$ cat src/rtl/turn_timer_pkg.sv
// Shared encodings for the tic-tac-toe turn timer,
// reused by the game FSM and the display path.
package turn_timer_pkg;

  typedef enum logic [1:0] {
    IDLE  = 2'd0,
    RUN   = 2'd1,
    PAUSE = 2'd2,
    OVER  = 2'd3
  } tt_state_e;

  localparam logic PLAYER_X = 1'b0;
  localparam logic PLAYER_O = 1'b1;

  function automatic int div_bits(input int div);
    return ($clog2(div) > 1) ? $clog2(div) : 1;
  endfunction

endpackage

$ cat src/rtl/turn_timer_ctrl_prescaler.sv
// Modulo-TICK_DIV counter that marks each second boundary
// with a terminal-count flag.
module tick_prescaler
  import turn_timer_pkg::*;
#(
  parameter int TICK_DIV = 100_000_000,
  localparam int W = div_bits(TICK_DIV)
) (
  input  logic         clk,
  input  logic         reset_n,
  input  logic         clear,
  input  logic         enable,
  output logic [W-1:0] count,
  output logic         tc
);

  localparam logic [W-1:0] LAST = W'(TICK_DIV - 1);

  assign tc = (count == LAST);

  always_ff @(posedge clk) begin
    if (!reset_n) begin
      count <= '0;
    end else if (clear) begin
      count <= '0;
    end else if (enable) begin
      count <= tc ? '0 : count + 1'b1;
    end
  end

endmodule

$ cat src/rtl/turn_timer_ctrl.sv
// Turn-timer controller: game FSM, per-turn countdown
// and current-player register for tic-tac-toe.
module turn_timer_ctrl
  import turn_timer_pkg::*;
#(
  parameter int TICK_DIV  = 100_000_000,
  parameter int TURN_SECS = 9,
  localparam int SEC_BITS = $clog2(TURN_SECS + 1)
) (
  input  logic                clk,
  input  logic                reset_n,
  input  logic                start,
  input  logic                move_done,
  input  logic                pause,
  input  logic                game_over,
  output logic                player,
  output logic [SEC_BITS-1:0] secs_left,
  output logic                tick,
  output logic                timeout,
  output logic                running
);

  localparam int DIV_BITS = div_bits(TICK_DIV);
  localparam logic [SEC_BITS-1:0] SECS_MAX =
    SEC_BITS'(TURN_SECS);
  localparam logic [DIV_BITS-1:0] PRE_LAST =
    DIV_BITS'(TICK_DIV - 1);

  tt_state_e state_q, state_d;

  logic                player_q, player_d;
  logic [SEC_BITS-1:0] secs_q, secs_d;
  logic                timeout_q, timeout_d;

  logic [DIV_BITS-1:0] pre_count;
  logic                pre_tc;
  logic                pre_clear;
  logic                pre_en;

  logic is_run;
  logic is_pause;
  logic ev_move;
  logic ev_tick;

  tick_prescaler #(
    .TICK_DIV (TICK_DIV)
  ) u_prescaler (
    .clk     (clk),
    .reset_n (reset_n),
    .clear   (pre_clear),
    .enable  (pre_en),
    .count   (pre_count),
    .tc      (pre_tc)
  );

  always_ff @(posedge clk) begin
    if (!reset_n) begin
      state_q <= IDLE;
    end else begin
      state_q <= state_d;
    end
  end

  always_comb begin
    state_d = state_q;
    if (start) begin
      state_d = RUN;
    end else begin
      unique case (state_q)
        RUN: begin
          if (game_over) begin
            state_d = OVER;
          end else if (!move_done && pause) begin
            state_d = PAUSE;
          end
        end
        PAUSE: begin
          if (game_over) begin
            state_d = OVER;
          end else if (!pause) begin
            state_d = RUN;
          end
        end
        default: state_d = state_q;
      endcase
    end
  end

  // Events are decoded mutually exclusive in priority order.
  always_comb begin
    is_run    = (state_q == RUN);
    is_pause  = (state_q == PAUSE);
    tick      = is_run && pre_tc && (pre_count == PRE_LAST);
    running   = is_run;
    ev_move   = !start && is_run && !game_over && move_done;
    ev_tick   = !start && is_run && !game_over
                && !move_done && !pause && tick;
    pre_clear = start || ev_move;
    pre_en    = is_run && !game_over;
  end

  always_comb begin
    player_d  = player_q;
    secs_d    = secs_q;
    timeout_d = 1'b0;
    unique case (1'b1)
      start: begin
        player_d = PLAYER_X;
        secs_d   = SECS_MAX;
      end
      ev_move: begin
        player_d = ~player_q;
        secs_d   = SECS_MAX;
      end
      ev_tick: begin
        if (secs_q != '0) begin
          secs_d = secs_q - 1'b1;
        end else begin
          timeout_d = 1'b1;
          player_d  = ~player_q;
          secs_d    = SECS_MAX;
        end
      end
      default: begin
        player_d = player_q;
      end
    endcase
  end

  always_ff @(posedge clk) begin
    if (!reset_n) begin
      player_q  <= PLAYER_X;
      secs_q    <= SECS_MAX;
      timeout_q <= 1'b0;
    end else begin
      player_q  <= player_d;
      secs_q    <= secs_d;
      timeout_q <= timeout_d;
    end
  end

  assign player    = player_q;
  assign secs_left = secs_q;
  assign timeout   = timeout_q;

  logic unused_pause;
  assign unused_pause = is_pause;

endmodule

$ cat config.mk
export PLATFORM = sky130hd
export DESIGN_NAME = turn_timer_ctrl
export DESIGN_NICKNAME = d
export VERILOG_FILES = /design/src/rtl/turn_timer_pkg.sv /design/src/rtl/turn_timer_ctrl_prescaler.sv /design/src/rtl/turn_timer_ctrl.sv
export SDC_FILE = /design/constraint.sdc
export NUM_CORES = 1
export LEC_CHECK = 0
export BUFFER_PORTS_ARGS = -buffer_cell sky130_fd_sc_hd__clkbuf_2
export CORE_UTILIZATION = 45
export DETAILED_ROUTE_END_ITERATION = 10
export PLACE_DENSITY = 0.63
export SLEW_MARGIN = 10
export SYNTH_ARGS = -nofsm -noshare
export SYNTH_HDL_FRONTEND = slang
export SYNTH_SLANG_ARGS = --single-unit
export TNS_END_PERCENT = 100
$ cat constraint.sdc
create_clock -name clk -period 2 [get_ports clk]
set_input_delay 0 -clock clk [delete_from_list [all_inputs] [get_ports clk]]
set_output_delay 0 -clock clk [all_outputs]
set_load 0.005 [all_outputs]
==> implementation parameters, run 1 <==
Parameter                              Value

Final layout
  Area growth from synthesis to layout ... 11.7%
  Fraction of layout instances using a drive strength above 1 ... 16.1%
  Post-Route Utilization ... 54.1%
  Final cell count without fillers ... 272
  Final instance area ... 0.00206 sq mm
  Number of antenna repair diodes ... 0
  Net count, final ... 233

Hold path
  Class of the tightest hold or removal check ... in2reg
  Worst Hold Launch ... move_done

Global route
  Fraction of met1 tracks used by global routing ... 25.1%
  Met2 GRT Util ... 31.4%
  Number of global-route vias before repair ... 1397
  Overall Global Routing Usage ... 19.5%
  Routing usage on met3 ... around 4.1%
  Initial antenna violation count ... 0
  Most utilized layer in the global route result ... met2
  Grt total ovfl ... 0
  Largest net degree at the start of global routing ... 26
  Wire length of the first global-routing pass ... 6400 microns

Floorplan
  Io pins ... 14
  Number of placement rows ... 22
  Area inside the core boundary ... roughly 0.0038 sq mm
  Die Width ... 66.0 microns
  Effective utilization at floorplan ... 48.5%
  Chip height ... ~66 microns
  Area of the die ... approximately 0.0044 sq mm

Synthesis
  Synth area leaders ... sky130_fd_sc_hd__dfxtp_1 (38%), sky130_fd_sc_hd__xor2_1 (7.6%), sky130_fd_sc_hd__nor2_1 (6.5%), sky130_fd_sc_hd__xnor2_1 (4.3%), sky130_fd_sc_hd__nand4_1 (3.4%)
  Avg Inst Size Synth ... ~9 sq um
  Syn_nets ... 214
  Primary flip-flop cell chosen by synthesis mapping ... sky130_fd_sc_hd__dfxtp_1
  Async S/R FF share, synth ... 0%
  Post-synthesis register bit count ... 35
  Area of the mapped netlist ... 0.00184 sq mm
  Netlist cell types ... 43
  Number of synthesized flops with an enable pin ... 0
  Top-area cell type share of the netlist area ... 38.1%
  Most repeated cell in the gate-level netlist after synthesis ... sky130_fd_sc_hd__dfxtp_1
  Synthesis Warnings ... 0
  Most frequent cells after synthesis ... sky130_fd_sc_hd__dfxtp_1 (35), sky130_fd_sc_hd__nor2_1 (32), sky130_fd_sc_hd__xor2_1 (16)
  Sequential area share after synthesis ... around two fifths
  Library cell with the largest summed area after synthesis ... sky130_fd_sc_hd__dfxtp_1
  Number of cells produced by synthesis ... 204

Clock network
  Maximum number of buffers from clock root to sink ... 2
  Number of clock sinks seen by CTS ... 35
  H-Tree Level Count ... 2
  Number of hold buffers added after cts ... 0
  Root buffer cell ... sky130_fd_sc_hd__clkbuf_8
  Insertion delay of the later-clocked pin in the worst-skew pair ... 0.28 ns
  Number of buffers inserted during clock tree synthesis ... 5
  Clock transition at the registers of the reported paths ... 0.07 ns
  TritonCTS clock tree ... yes

Worst setup path
  Required arrival time at the worst endpoint ... about 2.2 ns
  Launch instance of the worst register-to-register path ... state_q[0]$_SDFFE_PN0P_
  CP arrival ... roughly 2.0 ns
  CP Cell Sequence ... ha_1, and2b_1, and3_1, and4_1, xnor2_1, nor2_1
  Largest fanout on the critical path ... 7
  CP endpoint kind ... flip-flop
  Beginning of the critical path ... state_q[0]$_SDFFE_PN0P_
  Type of element launching the critical path ... flip-flop
  Peak per-stage delay on the critical path ... 0.38 ns
  Max stage delay cell, worst path ... sky130_fd_sc_hd__dfxtp_1
  Worst path bufs/invs ... 0
  Setup CP Type ... reg2reg
  Dominant delay contributor by cell family on the critical path ... simple AND/OR/NAND/NOR gates

Place
  Buffers on Ports ... 13
  Cell count after placement ... 262
  RD Place Congestion ... 0.807
  Total placed instance area ... ~0.0020 sq mm
  Setup WS pre-CTS ... ~0.14 ns
  Detailed placer's ending HPWL ... between 2000 and 3000 microns

Routing
  Antenna-violating nets left ... 0
  Detailed-route DRC error count ... 0
  Via density per instance ... roughly 5.4
  Number of iterations in the first detailed-routing pass ... 4
  Detailed Route WL ... 3590 microns
  Wirelength per Cell ... 13.2 microns
  Initial DRC Count ... 48
  Vias post-DR ... ~1500

STA
  Setup violators final ... 0
  Sum of negative setup slack ... 0 ns
  Final Hold Vio Count ... 0
  Post-route worst setup slack ... between 0.15 and 0.2 ns
  Top achievable clock speed ... 0.545 GHz
  Hold slack ... 0.0228 ns
  Maximum clock skew at final layout ... 0.00371 ns
  Worst max-slew margin expressed relative to the limit ... 76.1%
  Count of pins over their slew limit ... 0
  Slew at the pin closest to its max-slew limit ... 0.354 ns
  Final period util ... 91.8%
  Shortest clock period the worst path allows after layout ... about 1.8 ns

Power and ir drop
  PnR Total Power ... 1.28 mW
  Leakage ... slightly below 0.8 nW
  Worst IR drop on VDD ... between 0.3 and 0.4 mV
  Pwr Density ... 621 mW/mm^2

Outcome
  Result of the run ... finished, final reports clean

Run
  Maximum capacitance violations ... 0
-- area by class of cell --
type / instances / area [sq um]
Fill cell: 374 / 1740
Sequential cell: 35 / 701
Timing Repair Buffer: 18 / 115
Inverter: 9 / 33.8
Tap cell: 48 / 60.1
Clock inverter: 1 / 5.00
Multi-Input combinational cell: 154 / 1060
Clock buffer: 7 / 76.3
-- cell families (layout without fill, tap and decap cells) --
family                   after synthesis  count (layout)  synth area share [%]
XOR/XNOR                              25              25                  11.9
adder cells (fa/ha/maj)                4               4                  2.72
flip-flops                            35              35                  38.1
buffers and inverters                 15              35                  4.15
AND/OR/NAND/NOR                      103             103                  34.6
multiplexers                           1               1                 0.544
AO/OA/AOI/OAI                         21              21                  8.02
-- state kept, by name, summed over array words and instances, names as in the netlist --
| name | cells |
|---|---|
| state_q | 2 |
| secs_left | 4 |
| u_prescaler.count | 27 |
| player | 1 |
| timeout | 1 |
-- timing repair --
item | 4_1_cts | 5_1_grt
endpoints found under the setup margin | 0 | 3
buffers inserted | 0 | 2
resized for setup | 0 | 1
-- tightest hold or removal path: stages --
cell and delay [ns]:
sky130_fd_sc_hd__clkbuf_2 0.11, sky130_fd_sc_hd__a21oi_1 0.04, sky130_fd_sc_hd__o2bb2ai_1 0.12
-- power by group --
group	internal (mW)	total, mW	switching, mW	leakage [nW]
combinational	0.0344	0.0825	0.0481	0.468
sequential	0.701	0.705	0.00385	0.282
clock	0.244	0.490	0.246	0.0422
total	0.980	1.28	0.298	0.793
-- cell usage in the layout, fill, tap and decap left out, types with 2 or more instances in the layout --
cell type,n
sky130_fd_sc_hd__dfxtp_1,35
sky130_fd_sc_hd__nor2_1,32
sky130_fd_sc_hd__xor2_1,16
sky130_fd_sc_hd__nand2_1,15
sky130_fd_sc_hd__clkbuf_2,13
sky130_fd_sc_hd__nand4_1,10
sky130_fd_sc_hd__inv_1,9
sky130_fd_sc_hd__xnor2_1,9
sky130_fd_sc_hd__and3_1,7
sky130_fd_sc_hd__a21oi_1,7
sky130_fd_sc_hd__and4_1,6
sky130_fd_sc_hd__nand3_1,5
sky130_fd_sc_hd__clkbuf_8,5
sky130_fd_sc_hd__nor4_1,4
sky130_fd_sc_hd__ha_1,4
sky130_fd_sc_hd__buf_4,4
sky130_fd_sc_hd__nor3_1,3
sky130_fd_sc_hd__or3_1,3
sky130_fd_sc_hd__nor4b_4,2
sky130_fd_sc_hd__nand4_4,2
sky130_fd_sc_hd__nand3_2,2
sky130_fd_sc_hd__nand4b_1,2
sky130_fd_sc_hd__o31ai_1,2
sky130_fd_sc_hd__nor2b_1,2
sky130_fd_sc_hd__clkbuf_1,2
-- final timing paths --
check,endpoint,slack (ns),cells past startpoint
setup / recovery,u_prescaler.count[24]$_SDFFE_PP0P_,0.16,6
hold / removal,player$_SDFFE_PN0P_,0.02,3
setup reg to reg,u_prescaler.count[24]$_SDFFE_PP0P_,0.16,6
hold reg to reg,secs_left[3]$_SDFFE_PN1P_,0.50,2
-- per-layer routing --
layer	vias to the layer above	part of all wire, %
met5	-	0
met1	688	49
met3	6	2.7
li1	753	-
met2	22	47
met4	0	1.5
Note: power is estimated with default switching activity, not from simulation.
==> inputs of run 2 (changes only) <==
--- a/config.mk
+++ b/config.mk
@@ -5,10 +5,11 @@
 export SDC_FILE = /design/constraint.sdc
 export NUM_CORES = 1
 export LEC_CHECK = 0
+export ABC_AREA = 1
 export BUFFER_PORTS_ARGS = -buffer_cell sky130_fd_sc_hd__clkbuf_2
 export CORE_UTILIZATION = 45
 export DETAILED_ROUTE_END_ITERATION = 10
-export PLACE_DENSITY = 0.63
+export PLACE_DENSITY = 0.62
 export SLEW_MARGIN = 10
 export SYNTH_ARGS = -nofsm -noshare
 export SYNTH_HDL_FRONTEND = slang
==> implementation parameters, run 2 <==
Parameter                              Value

Outcome
  Result of the run ... finished, final reports clean

STA
  Maximum clock skew at final layout ... 0.00801 ns (+0.00430 ns)
  Top achievable clock speed ... 0.567 GHz (+4.1%)
  Setup violators final ... 0 (unchanged)
  Sum of negative setup slack ... 0 ns (unchanged)
  Shortest clock period the worst path allows after layout ... 1.76 ns (-0.0725 ns)
  RSZ-0062 raised after global routing ... false
  Count of pins over their slew limit ... 0 (unchanged)
  Worst max-slew margin expressed relative to the limit ... 72.2% (-4.0 points)
  Final period util ... 88.2% (-3.6 points)
  Final Hold Vio Count ... 0 (unchanged)
  Slew at the pin closest to its max-slew limit ... 0.414 ns (+0.0598 ns)

Floorplan
  Io pins ... 14 (unchanged)
  Number of placement rows ... 24 (+9.1%)
  Area inside the core boundary ... 0.00450 sq mm (+19%)
  Effective utilization at floorplan ... 48.1% (-0.31 points)
  Area of the die ... 0.00510 sq mm (+17%)
  Chip height ... 71.4 microns (+8.3%)
  Die Width ... 71.4 microns (+8.3%)

Worst setup path
  Largest fanout on the critical path ... 6 (-1)
  Capture point of the worst reg-to-reg path ... player$_SDFFE_PN0P_
  Launch instance of the worst register-to-register path ... u_prescaler.count[0]$_SDFFE_PP0P_
  Setup CP Type ... reg2reg
  Type of element launching the critical path ... flip-flop
  Peak per-stage delay on the critical path ... 0.39 ns (about the same)
  Most common cell on crit path ... sky130_fd_sc_hd__nor2_1
  CP Cell Sequence ... ha_1, inv_1, nor2_1, nand2_1, nor2_1, nand4_2, nand2_1, nand2_1, nor2_1, nor2_1
  CP arrival ... 1.96 ns (-0.06 ns)
  Dominant delay contributor by cell family on the critical path ... simple AND/OR/NAND/NOR gates
  Max stage delay cell, worst path ... sky130_fd_sc_hd__dfxtp_1
  Worst path bufs/invs ... 1 (+1)
  Required arrival time at the worst endpoint ... 2.20 ns (+0.02 ns)
  Setup slack on the worst flop-to-flop path ... 0.24 ns (+0.07 ns)
  Worst r2r path cells ... 10 (+4)
  CP endpoint kind ... flip-flop

Hold path
  Worst Hold Launch ... game_over
  Hold Crit Endpoint ... state_q[0]$_SDFFE_PN0P_
  WHS Path Cells ... 3 (unchanged)
  Class of the tightest hold or removal check ... in2reg

Synthesis
  Area of the mapped netlist ... 0.00217 sq mm (+18%)
  Number of synthesized flops with an enable pin ... 0 (unchanged)
  Number of cells produced by synthesis ... 321 (+57%)
  Post-synthesis register bit count ... 35 (unchanged)
  Adder-Cell Fraction of Synth Area ... 2.31% (-0.41 points)
  Sequential area share after synthesis ... 32.3% (-5.8 points)
  Most repeated cell in the gate-level netlist after synthesis ... sky130_fd_sc_hd__nand2_1
  Library cell with the largest summed area after synthesis ... sky130_fd_sc_hd__dfxtp_1
  Synthesis Warnings ... 0 (unchanged)
  Top-area cell type share of the netlist area ... 32.3% (-5.8 points)
  Syn_nets ... 331 (+55%)
  Fraction of synthesized area in multiplexers ... 0% (-0.54 points)
  Avg Inst Size Synth ... 6.75 sq um (-25%)
  Fraction of the mapped netlist area in compound gates ... 5.25% (-2.8 points)
  Xor and xnor area share after synthesis ... 5.25% (-6.6 points)
  Dominant combinational cell family by area after synthesis ... simple AND/OR/NAND/NOR gates
  Primary flip-flop cell chosen by synthesis mapping ... sky130_fd_sc_hd__dfxtp_1
  Netlist cell types ... 34 (-21%)
  Synth Area in Simple Gates ... 45.0% (+10 points)
  Async S/R FF share, synth ... 0% (unchanged)
  Synth area leaders ... sky130_fd_sc_hd__dfxtp_1 (32%), sky130_fd_sc_hd__nand2_1 (12%), sky130_fd_sc_hd__nor2_1 (11%), sky130_fd_sc_hd__inv_1 (6.9%), sky130_fd_sc_hd__nand3_1 (5.3%)
  Most frequent cells after synthesis ... sky130_fd_sc_hd__nand2_1 (67), sky130_fd_sc_hd__nor2_1 (61), sky130_fd_sc_hd__inv_1 (40)

Global route
  Initial antenna violation count ... 0 (unchanged)
  Number of global-route vias before repair ... 1907 (+37%)
  Largest net degree at the start of global routing ... 14 (-46%)
  Overall Global Routing Usage ... 21.8% (+2.3 points)
  Grt total ovfl ... 0 (unchanged)
  Wire length of the first global-routing pass ... 8690 microns (+36%)

Final layout
  Multi-input combinational cell area ... 0.00126 sq mm (+18%)
  Flip-flop count of the largest register, all copies and words added ... 27 (unchanged)
  Leading cell type in the layout, fill and taps excluded ... sky130_fd_sc_hd__nand2_1
  Fraction of layout instances using a drive strength above 1 ... 16.3% (+0.21 points)
  Final cell count without fillers ... 396 (+46%)
  Number of inserted filler cells in the final layout ... 443 (+18%)
  Area growth from synthesis to layout ... 13.1%
  Flip-flop and latch area ... 701 sq um (unchanged)
  Net count, final ... 353 (+52%)
  Number of antenna repair diodes ... 0 (unchanged)
  Commonest cells after routing, fill and taps aside ... sky130_fd_sc_hd__nand2_1 (67), sky130_fd_sc_hd__nor2_1 (61), sky130_fd_sc_hd__inv_1 (40)
  Biggest register ... u_prescaler.count

Routing
  Detailed Route WL ... 4830 microns (+35%)
  Detailed-route DRC error count ... 0 (unchanged)
  Initial DRC Count ... 128 (+170%)
  Antenna-violating nets left ... 0 (unchanged)
  Via density per instance ... 5.02 (-7.0%)
  Number of iterations in the first detailed-routing pass ... 4 (unchanged)
  Wirelength per Cell ... 12.2 microns (-7.5%)
  Vias post-DR ... 1988 (+35%)

Clock network
  Number of setup buffers added after CTS ... 0 (unchanged)
  TritonCTS clock tree ... yes
  Insertion delay of the later-clocked pin in the worst-skew pair ... 0.29 ns (about the same)
  Number of buffers inserted during clock tree synthesis ... 5 (unchanged)
  Clock transition at the registers of the reported paths ... 0.08 ns (about the same)
  Number of clock sinks seen by CTS ... 35 (unchanged)
  H-Tree Level Count ... 2 (unchanged)
  Maximum number of buffers from clock root to sink ... 2 (unchanged)
  Root buffer cell ... sky130_fd_sc_hd__clkbuf_8

Place
  Buffers on Ports ... 13 (unchanged)
  RD Place Congestion ... 0.867 (+7.5%)
  Cell count after placement ... 386 (+47%)
  Detailed placer's ending HPWL ... 3860 microns (+46%)

Run
  Maximum capacitance violations ... 0 (unchanged)

Power and ir drop
  Pwr Density ... 651 mW/mm^2 (+4.7%)
  Leakage ... 0.963 nW (+21%)
  Worst IR drop on VDD ... 0.340 mV (+0.91%)
run 2: cell count changes in the layout (fill, tap and decap cells not counted), sizes merged, moves of 8 or more:
cell / previous run / this run
inv: 9 / 47
nor3: 4 / 12
nand3: 7 / 27
nor2: 32 / 71
nand2: 15 / 73
and3: 8 / 0
run 2: cell type report:
cell class,instances,share of cell area [%]
inverter,47,7.50
clock inverter,3,2.76
clock buffer,5,2.81
timing repair buffer,18,4.39
multi-input combinational,236,51.3
sequential,35,28.6
tap,52,2.65
run 2: worst register-to-register path: stages, from the launching register on:
cell and delay [ns]:
sky130_fd_sc_hd__dfxtp_1 0.39, sky130_fd_sc_hd__ha_1 0.30, sky130_fd_sc_hd__inv_1 0.07, sky130_fd_sc_hd__nor2_1 0.10
sky130_fd_sc_hd__nand2_1 0.07, sky130_fd_sc_hd__nor2_1 0.15, sky130_fd_sc_hd__nand4_2 0.20, sky130_fd_sc_hd__nand2_1 0.19
sky130_fd_sc_hd__nand2_1 0.08, sky130_fd_sc_hd__nor2_1 0.10, sky130_fd_sc_hd__nor2_1 0.04
run 2: how the worst max path moves through the flow:
stage	start	end	slack, ns	cells after the start
finish	u_prescaler.count[0]$_SDFFE_PP0P_	player$_SDFFE_PN0P_	0.24	10
global route	u_prescaler.count[0]$_SDFFE_PP0P_	secs_left[3]$_SDFFE_PN1P_	0.05	8
CTS	u_prescaler.count[0]$_SDFFE_PP0P_	u_prescaler.count[21]$_SDFFE_PP0P_	0.20	8
detailed placement	u_prescaler.count[0]$_SDFFE_PP0P_	u_prescaler.count[26]$_SDFFE_PP0P_	0.21	8
global placement	u_prescaler.count[0]$_SDFFE_PP0P_	u_prescaler.count[24]$_SDFFE_PP0P_	0.23	8
floorplan	state_q[1]$_SDFFE_PP0P_	u_prescaler.count[11]$_SDFFE_PP0P_	0.40	11
run 2: stage by stage:
stage          instance area (sq um)  utilization, %  power, mW  hold slack, ns  worst slack [ns]
6_report                        2450            54.4       1.60          0.0246             0.236
5_1_grt                         2450            54.4       1.66          0.0769            0.0529
4_1_cts                         2450            54.3       1.61          0.0274             0.197
3_5_place_dp                    2290            50.9      0.840           0.276             0.210
3_3_place_gp                    2290            50.9      0.840           0.269             0.233
2_1_floorplan                   2170               -      0.810          0.0785             0.401
run 2: logic make-up after synthesis:
| group | after synthesis |
|---|---|
| XOR/XNOR | 13 |
| AO/OA/AOI/OAI | 19 |
| adder cells (fa/ha/maj) | 4 |
| AND/OR/NAND/NOR | 200 |
| flip-flops | 35 |
| buffers and inverters | 50 |
run 2: repair_timing:
item	4_1_cts	5_1_grt
resized for setup	0	1
setup endpoints to repair	0	4
hold buffers	2	0
hold endpoints to repair	3	0
run 2: where the power goes:
part	total [mW]	leakage [nW]	internal, mW	switching, mW
Combinational	0.116	0.616	0.0427	0.0737
Sequential	0.709	0.283	0.704	0.00565
Clock	0.770	0.0644	0.497	0.273
run 2: layer usage:
| layer | global-route usage [%] | up-vias | share of wire (%) |
|---|---|---|---|
| met2 | 33.5 | 28 | 43 |
| met4 | 6.22 | 0 | 1.3 |
| met3 | 4.22 | 7 | 3.2 |
| li1 | - | 1061 | - |
| met1 | 31.1 | 892 | 52 |
| met5 | 0 | - | 0 |
